**config.mk**
```make
export PLATFORM = sky130hd
export DESIGN_NAME = uart_receiver
export DESIGN_NICKNAME = d
export VERILOG_FILES = /design/src/rtl/uart_receiver.sv
export SDC_FILE = /design/constraint.sdc
export NUM_CORES = 1
export LEC_CHECK = 0
export ABC_AREA = 1
export ABC_CLOCK_PERIOD_IN_PS = 3200
export CORE_ASPECT_RATIO = 0.8
export CORE_MARGIN = 2
export CORE_UTILIZATION = 50
export CTS_CLUSTER_SIZE = 14
export DETAILED_ROUTE_END_ITERATION = 8
export PLACE_DENSITY = 0.7
export SYNTH_ARGS = -nofsm -noshare
export SYNTH_HDL_FRONTEND = slang
export SYNTH_SLANG_ARGS = --single-unit
```
**constraint.sdc**
```tcl
create_clock -name clk -period 3.2 [get_ports clk]
set_clock_uncertainty 0.15 [all_clocks]
set_input_delay 0.96 -clock clk [delete_from_list [all_inputs] [get_ports clk]]
set_output_delay 0.96 -clock clk [all_outputs]
set_load 0.005 [all_outputs]
```
**src/rtl/uart_receiver.sv**
```systemverilog
// 8N1 UART receiver: 2-flop input synchronizer, mid-bit sampling FSM and a
// one-entry ready/valid output register with framing-error and overrun pulses.
module uart_receiver #(
  parameter int CPU_CLOCK_FREQ = 50_000_000,
  parameter int BAUD_RATE      = 115_200
) (
  input  logic       clk,
  input  logic       rst,
  input  logic       serial_in,
  output logic [7:0] data_out,
  output logic       data_out_valid,
  input  logic       data_out_ready,
  output logic       frame_error,
  output logic       overrun
);

  localparam int SYMBOL_EDGE_TIME = CPU_CLOCK_FREQ / BAUD_RATE;
  localparam int SAMPLE_TIME      = SYMBOL_EDGE_TIME / 2;
  localparam int CNT_W            = $clog2(SYMBOL_EDGE_TIME);

  localparam logic [CNT_W-1:0] SAMPLE_LAST = CNT_W'(SAMPLE_TIME - 1);
  localparam logic [CNT_W-1:0] SYMBOL_LAST = CNT_W'(SYMBOL_EDGE_TIME - 1);

  typedef enum logic [2:0] {
    IDLE,
    START,
    DATA,
    STOP,
    BREAK
  } state_e;

  logic [1:0]       sync_q;
  logic             rx_s;
  state_e           state_q;
  logic [CNT_W-1:0] cnt_q;
  logic [2:0]       bit_idx_q;
  logic [7:0]       shift_q;
  logic [7:0]       data_q;
  logic             valid_q;
  logic             frame_error_q;
  logic             overrun_q;
  logic             accept;

  // Synchronizer resets to the idle level so reset never looks like a start bit.
  // NOTE: sequential logic uses non-blocking assignments so every flop samples
  // pre-edge values; blocking here would collapse the two sync stages into one.
  always_ff @(posedge clk) begin
    if (rst) begin
      sync_q <= 2'b11;
    end else begin
      sync_q <= {sync_q[0], serial_in};
    end
  end

  assign rx_s   = sync_q[1];
  assign accept = valid_q && data_out_ready;

  // NOTE: the pulse flags get a default clear at the top of the clocked block;
  // a later assignment in the same cycle wins, giving exact one-cycle pulses.
  always_ff @(posedge clk) begin
    if (rst) begin
      state_q       <= IDLE;
      cnt_q         <= '0;
      bit_idx_q     <= '0;
      shift_q       <= '0;
      data_q        <= '0;
      valid_q       <= 1'b0;
      frame_error_q <= 1'b0;
      overrun_q     <= 1'b0;
    end else begin
      frame_error_q <= 1'b0;
      overrun_q     <= 1'b0;
      if (accept) begin
        valid_q <= 1'b0;
      end

      case (state_q)
        IDLE: begin
          cnt_q     <= '0;
          bit_idx_q <= '0;
          if (!rx_s) begin
            state_q <= START;
          end
        end

        START: begin
          if (cnt_q == SAMPLE_LAST) begin
            cnt_q   <= '0;
            state_q <= rx_s ? IDLE : DATA;
          end else begin
            cnt_q <= cnt_q + 1'b1;
          end
        end

        DATA: begin
          if (cnt_q == SYMBOL_LAST) begin
            cnt_q     <= '0;
            shift_q   <= {rx_s, shift_q[7:1]};
            bit_idx_q <= bit_idx_q + 3'd1;
            if (bit_idx_q == 3'd7) begin
              state_q <= STOP;
            end
          end else begin
            cnt_q <= cnt_q + 1'b1;
          end
        end

        STOP: begin
          if (cnt_q == SYMBOL_LAST) begin
            cnt_q <= '0;
            if (rx_s) begin
              state_q <= IDLE;
              // A byte consumed at this very edge frees the slot for the new one.
              if (!valid_q || data_out_ready) begin
                data_q  <= shift_q;
                valid_q <= 1'b1;
              end else begin
                overrun_q <= 1'b1;
              end
            end else begin
              frame_error_q <= 1'b1;
              state_q       <= BREAK;
            end
          end else begin
            cnt_q <= cnt_q + 1'b1;
          end
        end

        BREAK: begin
          if (rx_s) begin
            state_q <= IDLE;
          end
        end

        default: state_q <= IDLE;
      endcase
    end
  end

  assign data_out       = data_q;
  assign data_out_valid = valid_q;
  assign frame_error    = frame_error_q;
  assign overrun        = overrun_q;

endmodule

```
Word-level counts from Yosys, hierarchy flattened
Index checks and enable logic that the tools add are counted.
- add/sub/neg operators: 2
- multipliers: 0
- divide/modulo/power cells: 0
- magnitude comparators: 0
- eq/ne operators: 13
- shifts and indexed selects: 0
- mux-type cells: 21
- bitwise logic cells: 3
- reduce and logical (&&, ||, !) cells: 13
- operators with widths (kind ; number):
    case mux 9 bit (3 select lines) ; 1
    2-to-1 mux 3 bit ; 8
    2-to-1 mux 9 bit ; 2
    case mux 3 bit (5 select lines) ; 1
    != test 2 bit, second input constant ; 6
    adder 9 x 1 -> 9 bit, second input constant ; 1
    equality test 9 x 8 -> 1 bit, second input constant ; 1
    equality test 9 bit, second input constant ; 1
    2-to-1 mux 1 bit ; 7
    equality test 3 x 2 -> 1 bit, second input constant ; 2
    equality test 3 bit, second input constant ; 2
    case mux 3 bit (2 select lines) ; 1
    AND reduction 6 bit ; 1
    AND reduction 2 bit ; 2
    AND reduction 4 bit ; 1
    OR reduction 4 bit ; 1
    adder 3 x 1 -> 3 bit, second input constant ; 1
    equality test 3 x 1 -> 1 bit, second input constant ; 1
    logical NOT 3 bit ; 1
    inverter 1 bit ; 3
    nonzero test 3 bit ; 1
    OR reduction 3 bit ; 1
    2-to-1 mux 2 bit ; 1
    nonzero test 2 bit ; 1
    other kinds (4) ; 4
- bits in registers: 36
- bits in latches: 0
- bits in writable memories: 0
- ROM bits: 0
- bits of input ports: 4
- output and inout bits: 11
- memories: 0

Depth between registers and ports, before layout
Gate-level depths: netlist (run 1).
- word-level depth: 6
- depth in mapped cells: 11
- mapped depth without buffers: 11

Worst setup path before layout (run 1)
OpenSTA, ideal clock, no wires.
- path type: input-to-reg
- from: in rst
- to: reg data_q[0] (netlist: data_out[0])
- arrival time: 1575 ps
- required time: 2915 ps
- slack: 1340 ps
- stages on the path: 3
- path through: clkbuf_1 > clkbuf_1 > a21oi_1
- RTL lines (item ; RTL line ; source):
    start, declared ; 8 ; input logic rst,
    end signal, assigned ; 115 ; data_q <= shift_q;
    end, declared ; 38 ; logic [7:0] data_q;
No word-level cell between the ends.

Worst setup path after layout (run 1)
- from: reg data_q[3] (netlist: data_out[3])
- to: out data_out[3]
- RTL lines (item ; RTL line ; source):
    end, declared ; 10 ; output logic [7:0] data_out,
No word-level cell between the ends.

==> impl_metrics.ini, run 1 <==
[grt]
grt_max_degree = 19
antenna_found_initial = 0
vias_in_the_first_global_route = 1264
grt_util_all_layers_pct = 20.1
grt.busiest_layer = met1
grt_first_pass_wirelength_mm = 5.77
globalRoute.totalOverflow = 0
grt_use_met3_pct = 5.47
globalRouteMet1Util_pct = 30.9
globalRouteMet2Util_pct = 25.7

[timing]
setup_tns_ps = 0
timing.final.setup_violations = 0
max_clock_freq_ghz = 0.442
share_of_the_clock_period_used_by_the_worst_path_pct = 70.7
min_period_ps = 2260
finalMaxSlewViolations = 0
rsz0062_at_grt = false
fin_hold_ws_ps = 276
worst_pin_slew_ps = 491
slew_headroom_pct = 67.2
timing.final.hold_violations = 0

[worst_setup_path]
critical_path_arrival_ps = 1150
critPathRequiredTime_ps = 2090
critical_path.cell_chain = clkdlybuf4s50_1
cp_max_fo = 2
setup.worst_path.end_class = primary output
worst-path-buf-inv = 1
cp_top_family = buffers and inverters
r2r_cells = 8
critical_path_class = flip-flop to primary output
critical_path.max_stage_delay_ps = 530
reg2reg_slack_ps = 1370
critical_path_depth = 1
cpMaxStageDelayCell = clkdlybuf4s50_1
setup.worst_path.start_class = flip-flop

[pwr]
pwr_density_cell_mw_per_mm2 = 554
leakagePower_nw = 0.774
design_power_total_mw = 1.07
vdd.ir_drop.worst_uv = 353

[synthesis]
post_synth_inst_count = 216
synth-main-ff-cell = dfxtp_1
ys.warnings.count = 0
edff_count_synth = 0
yosys_register_bits = 36
postSynth.asyncResetShare_pct = 0
synth.cell_area_mm2 = 0.00168
synth.distinct_cells = 29
ys_seq_area_share_pct = 42.9
synth_fp_nets = 225
postSynthAreaPerCell_um2 = 7.77

[drt]
first_iter_violations = 77
route.detailed.drc = 0
routed_wire_length_per_instance_um = 12.5
drt_pre_antenna_iters = 4
wirelength_mm = 3.39
via_count = 1411
antenna_violating_nets_post_route = 0
route.detailed.vias_per_inst = 5.19

[die]
io_pins = 15
core_mm2 = 0.00315
design.die.area_mm2 = 0.00384
floorplan.die.width_um = 68.8
starting_density_of_the_core_pct = 53.3
dieHeight_um = 55.8
row_count = 18

[cts]
cts_num_sinks = 36
clk_latency_ps = 280
cts-hold-fix-buffers = 0
post_cts.resized_instances = 0
post-cts-setup-buffers = 0
cts.clk_slew.worst_paths_ps = 70
clock_tree.htree_level_count = 2
clk_root_buffer_cell = clkbuf_8
cts_made_buffers = 5
tritoncts = done
cts.path.max_buffers = 2

[placement]
routabilityCongestion = 0.835
buffers_added_on_ports = 14
placed_cells_incl_taps = 265
detailedPlacementHpwl_mm = 2.51

[job]
cap_violations = 0

[finish]
stdcell_count = 272
area_growth_pct = 15.2
layout-drive-gt1-share_pct = 15.9
fin_nets = 241
n_antenna_cell = 0

[min_path]
timing.hold.worst.class = flip-flop to flip-flop
hold_depth = 1

[run_status]
status = complete, no violations
## layout by cell type (no fill, tap or decap)
| cell | netlist | routed |
|---|---|---|
| clkbuf_8 | 0 | 7 |
| o21ai_0 | 4 | 4 |
| nand3_1 | 8 | 8 |
| buf_4 | 0 | 1 |
| clkdlybuf4s50_1 | 0 | 14 |
| nand2_4 | 1 | 1 |
| o21ai_1 | 8 | 8 |
| nor3b_1 | 1 | 1 |
| or2_2 | 2 | 2 |
| nor3_2 | 5 | 5 |
| nor3_1 | 3 | 3 |
| nand2_2 | 5 | 5 |
| nor4_1 | 2 | 2 |
| nor2_1 | 29 | 29 |
| nand2_1 | 40 | 40 |
| nor2_8 | 1 | 1 |
| inv_1 | 17 | 17 |
| nor2_4 | 3 | 3 |
| a21oi_1 | 15 | 15 |
| xor2_1 | 1 | 1 |
| a21oi_2 | 3 | 3 |
| inv_2 | 5 | 5 |
| a31oi_1 | 1 | 1 |
| o22ai_1 | 1 | 1 |
| nand4_1 | 10 | 10 |
| nor2_2 | 3 | 3 |
| nand3_4 | 1 | 1 |
| ha_1 | 5 | 5 |
| dfxtp_1 | 36 | 36 |
## synth_stat cells, types with 4 or more instances
cell type,count,area share (%)
o21ai_0,4,1.2
dfxtp_1,36,43
inv_1,17,3.8
nand2_1,40,8.9
ha_1,5,3.7
nor3_2,5,3.0
o21ai_1,8,2.4
nand4_1,10,3.7
nor2_1,29,6.5
nand3_1,8,2.4
nand2_2,5,1.9
inv_2,5,1.1
a21oi_1,15,4.5
## kinds of logic after synthesis
family          synth area share [%]
xor+xnor                       0.522
fa+ha+maj                       3.73
flops                           42.9
simple gates                    35.2
compound gates                  10.4
buf+inv                         7.23
## path summary, 6_finish.rpt
| check | startpoint | to |
|---|---|---|
| setup / recovery | data_out[3] | data_out[3] |
| hold reg to reg | sync_q[0] | sync_q[1] |
| setup reg to reg | cnt_q[0] | shift_q[4] |
| hold / removal | sync_q[0] | sync_q[1] |
## stage by stage
| stage | cell area, µm² | setup slack (ps) | util [%] |
|---|---|---|---|
| final | 1930 | 938 | 61.3 |
| after global routing | 1930 | 880 | 61.3 |
| after detailed placement | 1840 | 801 | 58.3 |
| after floorplan | 1680 | 1340 | - |
| after CTS | 1930 | 926 | 61.3 |
| after global placement | 1840 | 876 | 58.3 |
## power breakdown
group / switching (mW) / internal, mW / total (mW) / leakage [nW]
logic: 0.147 / 0.0788 / 0.226 / 0.432
registers: 0.0336 / 0.470 / 0.504 / 0.291
clock network: 0.150 / 0.191 / 0.341 / 0.0503
total: 0.330 / 0.740 / 1.07 / 0.774
## final cells by class
| type | instances | area, µm² |
|---|---|---|
| Fill cell | 272 | 1220 |
| Multi-Input combinational cell | 152 | 837 |
| Sequential cell | 36 | 721 |
| Timing Repair Buffer | 15 | 148 |
| Clock buffer | 7 | 96.3 |
| Inverter | 22 | 82.6 |
| Tap cell | 40 | 50.0 |
## routing by layer
metal	up-vias	routed length (µm)
met5	-	0
met4	0	57
met3	7	199
met2	36	1340
met1	629	1800
li1	739	-
## state kept, by name (all words and copies together) (netlist names), 2 cells and up
name       flops
bit_idx_q      3
cnt_q          9
data_out       8
shift_q        8
state_q        3
sync_q         2
Power figures use the tool's default switching activity.
==> inputs of run 2 (changes only) <==
- ABC_CLOCK_PERIOD_IN_PS: 3200 -> 1800
- PLACE_DENSITY: 0.7 -> 0.73
- clock period: 3.2 -> 1.8 ns (I/O delays scaled with it)
==> run 2 against run 1 <==
Largest cell class unchanged; critical endpoint is now shift_q[4]; design area increased by 2.3%; combinational power increased by 83%; sequential power increased by 77%; setup slack got worse by 760 ps.
==> impl_metrics.ini, run 2 (synthesis gave the netlist of run 1 again) <==
[worst_setup_path]
setup.worst_path.end_class = flip-flop
critical_path_arrival_ps = 1650
critical_path.max_stage_delay_ps = 420
critical_path_class = flip-flop to flip-flop
cpMaxStageDelayCell = dfxtp_1
critPathRequiredTime_ps = 1830
setup.worst_path.start_class = flip-flop
cp_max_fo = 7
critical_path.cell_chain = ha_1 > nand2_1 > nor2_4 > nand2_4 > nor2_4 > inv_1 > nor2_1 > nor2_1

[die]
design.die.area_mm2 = 0.00384
row_count = 18
core_mm2 = 0.00315
starting_density_of_the_core_pct = 53.3
io_pins = 15
floorplan.die.width_um = 68.8
dieHeight_um = 55.8

[finish]
max_flop_register = cnt_q
area_growth_pct = 17.9
layout-drive-gt1-share_pct = 19.7
largest_register_ff_count = 9
layout.cells.most_common = nand2_1
finalCoreUtilization_pct = 62.8
n_antenna_cell = 0
fin_nets = 247
most-common-layout-cells = nand2_1, dfxtp_1, nor2_1

[grt]
grt_max_degree = 17
globalRoute.totalOverflow = 0
grt_util_all_layers_pct = 19.7
antenna_found_initial = 0
grt_first_pass_wirelength_mm = 5.69
vias_in_the_first_global_route = 1246

[cts]
cts_made_buffers = 5
clk_latency_ps = 290
clk_root_buffer_cell = clkbuf_8
post-cts-setup-buffers = 0
cts_num_sinks = 36
clock_tree.htree_level_count = 2
cts.path.max_buffers = 2
tritoncts = done
cts.clk_slew.worst_paths_ps = 70
cts-hold-fix-buffers = 0

[timing]
post-route-worst-setup-slack_ps = 175
min_period_ps = 1620
max_clock_freq_ghz = 0.616
worst_pin_slew_ps = 357
share_of_the_clock_period_used_by_the_worst_path_pct = 90.3
slew_headroom_pct = 76.2
rsz0062_at_grt = false
finalMaxSlewViolations = 0
fin_hold_ws_ps = 292
timing.final.setup_violations = 0
timing.final.hold_violations = 0

[pwr]
leakagePower_nw = 0.896
pwr_density_cell_mw_per_mm2 = 960
design_power_total_mw = 1.90
vdd.ir_drop.worst_uv = 555

[drt]
first_iter_violations = 116
antenna_violating_nets_post_route = 0
via_count = 1444
wirelength_mm = 3.37
route.detailed.vias_per_inst = 5.18
route.detailed.drc = 0
routed_wire_length_per_instance_um = 12.1
drt_pre_antenna_iters = 4

[placement]
routabilityCongestion = 0.861
detailedPlacementHpwl_mm = 2.44
buffers_added_on_ports = 14
pre_cts_slack_ps = -103

[min_path]
timing.hold.worst.class = flip-flop to flip-flop

[job]
cap_violations = 0

[run_status]
status = complete, no violations
-- run 2: changes by cell type in the layout (fill, tap and decap cells not counted) --
cell,before,now
clkdlybuf4s50_1,14,3
buf_4,1,7
dlymetal6s2s_1,0,3
dfxtp_2,0,4
clkbuf_8,7,6
clkinvlp_4,0,1
clkbuf_1,0,1
dfxtp_1,36,32
dlygate4sd2_1,0,8
-- run 2: worst max-delay path, delay by kind of cell (launching register included) --
| family | cells | cell delay (ps) |
|---|---|---|
| flip-flops | 1 | 420 |
| adder cells (fa/ha/maj) | 1 | 180 |
| AND/OR/NAND/NOR | 6 | 650 |
| buffers and inverters | 1 | 130 |
-- run 2: stage by stage --
step	TNS (ps)	instance area (µm²)	instances
2_1_floorplan	0	1680	216
3_3_place_gp	-686	1880	271
3_5_place_dp	-752	1880	271
4_1_cts	0	1970	279
5_1_grt	0	1980	279
6_report	0	1980	279
-- run 2: layout make-up --
type / instances / area [µm²]
multi-input cells: 152 / 837
flip-flops and latches: 36 / 726
inverters: 22 / 82.6
fillers: 309 / 1170
clock buffers: 7 / 86.3
well taps: 40 / 50.0
clock inverters: 1 / 7.51
repair buffers: 21 / 190
-- run 2: where the power goes --
group | switching (mW) | internal (mW)
clock | 0.287 | 0.311
combinational | 0.272 | 0.141
sequential | 0.0550 | 0.835
total | 0.614 | 1.29
-- run 2: repair_timing --
action                                  CTS  global route
cloned                                    0             0
resized for setup                        12             3
endpoints found under the setup margin    9             3
-- run 2: per-layer routing --
metal	vias up	global-route usage (%)	wire [µm]
met3	0	5.47	181
met2	37	26.0	1350
met1	658	30.7	1830
met5	-	0	0
li1	749	-	-
met4	0	5.88	0
-- run 2: final timing paths --
check	startpoint	slack [ps]	end	cells past startpoint
setup / recovery	cnt_q[0]	180	shift_q[4]	8
hold / removal	sync_q[0]	290	sync_q[1]	1
setup reg to reg	cnt_q[0]	180	shift_q[4]	8
hold reg to reg	sync_q[0]	290	sync_q[1]	1
